<file path="src/rtl/coef_rom_arbiter.sv">
// coef_rom_arbiter: round-robin burst arbiter sharing one synchronous coefficient ROM between two requesters
module coef_rom_arbiter #(
  parameter int AW = 5,
  parameter int DW = 16
) (
  input  logic          clk,
  input  logic          rst,
  input  logic          req0,
  input  logic          req1,
  input  logic [AW-1:0] base0,
  input  logic [AW-1:0] base1,
  input  logic [AW-1:0] stride0,
  input  logic [AW-1:0] stride1,
  input  logic [AW:0]   len0,
  input  logic [AW:0]   len1,
  input  logic [DW-1:0] rom_dout,
  output logic          ack0,
  output logic          ack1,
  output logic          rom_en,
  output logic [AW-1:0] rom_addr,
  output logic [DW-1:0] coef,
  output logic          coef_valid,
  output logic          coef_id,
  output logic [AW-1:0] coef_idx,
  output logic          coef_last,
  output logic          busy
);
  typedef enum logic {IDLE, BURST} state_t;
  state_t state, state_d;
  logic last_grant, iss_id, iss_last, v1, id1, last1;
  logic [AW-1:0] addr, stride, rem, iss_idx, idx1;
  logic r0, r1, grant, gid, more, en_d, busy_d;
  logic [AW-1:0] g_base, g_stride;
  logic [AW:0] g_len;
  always_comb begin
    r0 = req0 & ~ack0;
    r1 = req1 & ~ack1;
    grant = (state == IDLE) & (r0 | r1);
    gid = (r0 & r1) ? ~last_grant : r1;
    g_base = gid ? base1 : base0;
    g_stride = gid ? stride1 : stride0;
    g_len = gid ? len1 : len0;
    more = (state == BURST) & (rem != '0);
    en_d = (grant & (g_len != '0)) | more;
    state_d = en_d ? BURST : IDLE;
    busy_d = en_d | rom_en | v1;
  end
  always_ff @(posedge clk or posedge rst) begin
    if (rst) begin
      state <= IDLE;
      last_grant <= 1'b1;
      ack0 <= 1'b0;
      ack1 <= 1'b0;
      rom_en <= 1'b0;
      rom_addr <= '0;
      addr <= '0;
      stride <= '0;
      rem <= '0;
      iss_id <= 1'b0;
      iss_idx <= '0;
      iss_last <= 1'b0;
      v1 <= 1'b0;
      id1 <= 1'b0;
      idx1 <= '0;
      last1 <= 1'b0;
      coef <= '0;
      coef_valid <= 1'b0;
      coef_id <= 1'b0;
      coef_idx <= '0;
      coef_last <= 1'b0;
      busy <= 1'b0;
    end else begin
      state <= state_d;
      ack0 <= grant & ~gid;
      ack1 <= grant & gid;
      rom_en <= en_d;
      busy <= busy_d;
      if (grant) begin
        last_grant <= gid;
        iss_id <= gid;
        stride <= g_stride;
        rom_addr <= g_base;
        addr <= g_base + g_stride;
        rem <= AW'(g_len - 1'b1);
        iss_idx <= '0;
        iss_last <= g_len == {{AW{1'b0}}, 1'b1};
      end else if (more) begin
        rom_addr <= addr;
        addr <= addr + stride;
        rem <= rem - AW'(1);
        iss_idx <= iss_idx + AW'(1);
        iss_last <= rem == AW'(1);
      end
      // the ROM answers one cycle after rom_en, so coef is captured one stage later
      v1 <= rom_en;
      id1 <= iss_id;
      idx1 <= iss_idx;
      last1 <= rom_en & iss_last;
      coef_valid <= v1;
      coef_id <= id1;
      coef_idx <= idx1;
      coef_last <= v1 & last1;
      if (v1) coef <= rom_dout;
    end
  end
endmodule

</file>
<file path="config.mk">
export PLATFORM = sky130hd
export DESIGN_NAME = coef_rom_arbiter
export DESIGN_NICKNAME = d
export VERILOG_FILES = /design/src/rtl/coef_rom_arbiter.sv
export SDC_FILE = /design/constraint.sdc
export NUM_CORES = 1
export LEC_CHECK = 0
export CORE_ASPECT_RATIO = 0.5
export CORE_MARGIN = 8
export CORE_UTILIZATION = 52
export CTS_BUF_LIST = sky130_fd_sc_hd__clkbuf_8 sky130_fd_sc_hd__clkbuf_16
export CTS_CLUSTER_SIZE = 24
export DETAILED_ROUTE_END_ITERATION = 7
export PLACE_DENSITY = 0.94
export SETUP_SLACK_MARGIN = 0.2
export SLEW_MARGIN = 25
export SYNTH_ARGS = -nofsm -noshare
export SYNTH_HDL_FRONTEND = slang
export SYNTH_SLANG_ARGS = --single-unit
export TNS_END_PERCENT = 1
</file>
<file path="constraint.sdc">
create_clock -name clk -period 8 [get_ports clk]
set_clock_uncertainty 0.1 [all_clocks]
set_input_delay 1.2 -clock clk [delete_from_list [all_inputs] [get_ports clk]]
set_output_delay 1.2 -clock clk [all_outputs]
set_load 0.05 [all_outputs]
</file>
==> summary.md <==
| Metric | Value |
|---|---|
| Status | finished, final reports clean |
| P_leak | a little under 0.002 uW |
| # diodes | 0 |
| Setup slack at placement | between 3 and 4 ns |
| Synthesis-to-finish area growth | 38.48% |
| Initial antenna violation count | 0 |
| Setup violators final | 0 |
| Largest net degree at the start of global routing | 65 |
| Vias in the first global route | about 2,700 |
| CTS tree | yes |
| Met2 Usage GRT | 0.3198 |
| Residual DRC | 0 |
| Post-synth top flop | dfrtp_1 |
| Total Negative Setup Slacks | 0 ns |
| Met1 Usage GRT | 0.2008 |
| Multi-input logic area | ~0.0014 mm^2 |
| Full die area | between 0.008 and 0.009 mm^2 |
| First drt pass iteration count | 5 |
| Drt initial violations | ~220 |
| CTS buffer count | 9 |
| H-tree levels | 3 |
| Setup bufs post-CTS | 0 |
| Detailed Route WL | 7.738 mm |
| Vias | around 2,500 |
| Period utilisation layout | 0.4998 |
| Core Rows | 20 |
| Fill cell count | just under 400 |
| Seq/Total Area, Yosys | 0.5151 |
| Total gr overflow | 0 |
| CORE AREA | 0.005931 mm^2 |
| Clock latency on the worst-skew pair | 0.33 ns |
| Final min period | roughly 4.0 ns |
| Routability-driven placement congestion ratio | between 0.8 and 0.9 |
| Per-cell routed wire length | 17.47 um |
| Maximum vdd drop | between 0.1 and 0.15 mV |
| Ys async rst share | 1.000 |
| Max-slew headroom | 0.4299 |
| RSZ-0062 raised after global routing | no |
| Mapped Avg Cell Area | 11.27 um^2 |
| Req. time, crit path | 8.06 ns |
| Crit path DAT | just over 4 ns |
| Layout net count | between 400 and 500 |
| GRT busiest layer | met2 |
| Worst hold path class | reg -> reg |
| # port buffers | between 80 and 90 |
| Synth warnings | 0 |
| Total track usage | 0.1845 |
| Cell count after synthesis | between 200 and 300 |
| CTS Sinks | between 60 and 70 |
| Kind of critical path | in -> reg |
| Crit start category | input port |
| Cts repair resizes | 0 |
| Post-synth EDFFs | 0 |
| Die height | 70.70 um |
| First-pass GRT wire length | 13.08 mm |
| Synthesized Nets | ~350 |
| Clk buf depth | 2 |
| Least-Margin Pin Slew | 0.8552 ns |
| Post-synthesis register bit count | 64 |
| Mapped Area | 0.003112 mm^2 |
| Root buf cell | clkbuf_16 |
| Post-DRT Antenna Nets | 0 |
| Max-slew violation count | 0 |
| M3 GR Usage | 0.06372 |
| Final WS setup | approximately 4.0 ns |
| Via density | roughly 5.6 |
| I/O pins | 85 |
| Initial Util | 0.5247 |
| Share of post-route cells with drive strength above 1 | 0.1311 |
| Clock transition at path regs | 0.05 ns |
| Setup crit end kind | flop |
| Endpoints failing hold | 0 |
| CP Max Fanout | 18 |
| Reg area | approximately 0.0016 mm^2 |
| HPWL Detailed | ~5.6 mm |
| Post-CTS Hold Buffers | 0 |
| Fmax | approximately 250 MHz |
| Die W | approximately 130 um |
| Cell Pwr Density | between 300 and 400 mW/mm^2 |
| MaxCap Viol Count | 0 |
| Synth cell types | 42 |
cell type report:
class	count	area share
clock buffer	11	0.05865
sequential	64	0.3720
clock inverter	3	0.009872
multi-input combinational	189	0.3264
timing repair buffer	87	0.2003
tap	77	0.02236
inverter	12	0.01045
worst paths after layout:
check,start,endpoint,slack [ns],cells after the start
worst max-delay path,req0,addr[4],4.00,10
worst min-delay path,idx1[3],coef_idx[3],0.24,0
worst max register to register,last_grant,addr[4],4.85,9
worst min register to register,idx1[3],coef_idx[3],0.24,0
max in group asynchronous,rst,stride[4],5.98,3
min in group asynchronous,rst,coef[5],1.32,3
metal layers:
layer	part of all wire	vias to the layer above
li1	-	1130
met1	0.40	1180
met2	0.50	126
met3	0.070	29
met4	0.037	0
met5	0	-
cells in the final DEF, fill, tap and decap left out, types with 6 or more instances in the layout:
master           synthesis  routed
nor3_1                   6       6
mux2_2                  24      24
o21ai_0                 15      15
inv_1                   12      11
clkdlybuf4s50_1          0      84
nand2_1                 30      30
mux2i_1                 13      13
dfrtp_1                 63      63
a21oi_1                 15      15
nor2_1                   9       9
ha_1                    15      15
xor2_1                  14      14
clkbuf_16                0       9
metrics by stage:
stage                     utilization  std cells  hold slack (ns)  cell area [um^2]  total power (uW)
after floorplan                     -        276           0.2312              3112              1088
after global placement         0.6768        429           0.2318              4014              1284
after detailed placement       0.6768        429           0.2347              4014              1326
after CTS                      0.7266        443           0.2471              4309              1727
after global routing           0.7266        443           0.2544              4309              1821
final                          0.7266        443           0.2446              4309              1719
Yosys cell counts, types with 5 or more instances:
cell type   n  share of area
o21ai_0    15          0.024
nor2_1      9          0.011
mux2_2     24          0.087
a21oi_1    15          0.024
mux2i_1    13          0.042
clkbuf_1    5         0.0060
nor3_1      6         0.0097
xor2_1     14          0.039
ha_1       15          0.060
nand2_1    30          0.036
dfrtp_1    63           0.51
inv_1      12          0.014
registers in the layout (all words and copies together), names as in the netlist, 5 cells and up:
register,count
addr,5
coef,16
coef_idx,5
idx1,5
iss_idx,5
rem,5
rom_addr,5
stride,5
kinds of logic after synthesis:
group / count (synthesis) / share of synthesized area
mux: 37 / 0.1287
flops: 64 / 0.5151
xor+xnor: 18 / 0.05066
compound gates: 48 / 0.09127
fa+ha+maj: 17 / 0.07318
simple gates: 69 / 0.1082
buf+inv: 23 / 0.03297
power breakdown:
group | total, uW | internal, uW | switching [uW]
Sequential | 552 | 458 | 93.9
Clock | 385 | 254 | 131
Combinational | 782 | 316 | 466
worst max-delay path, cell delays in order:
cell and delay [ns]:
clkdlybuf4s50_1 0.50, nand3b_1 0.21, nand2_2 0.43, mux2_2 0.27, ha_1 0.19, inv_1 0.06
fa_1 0.41, o41ai_1 0.50, mux2i_1 0.23, a31oi_1 0.05
Power figures use the tool's default switching activity.
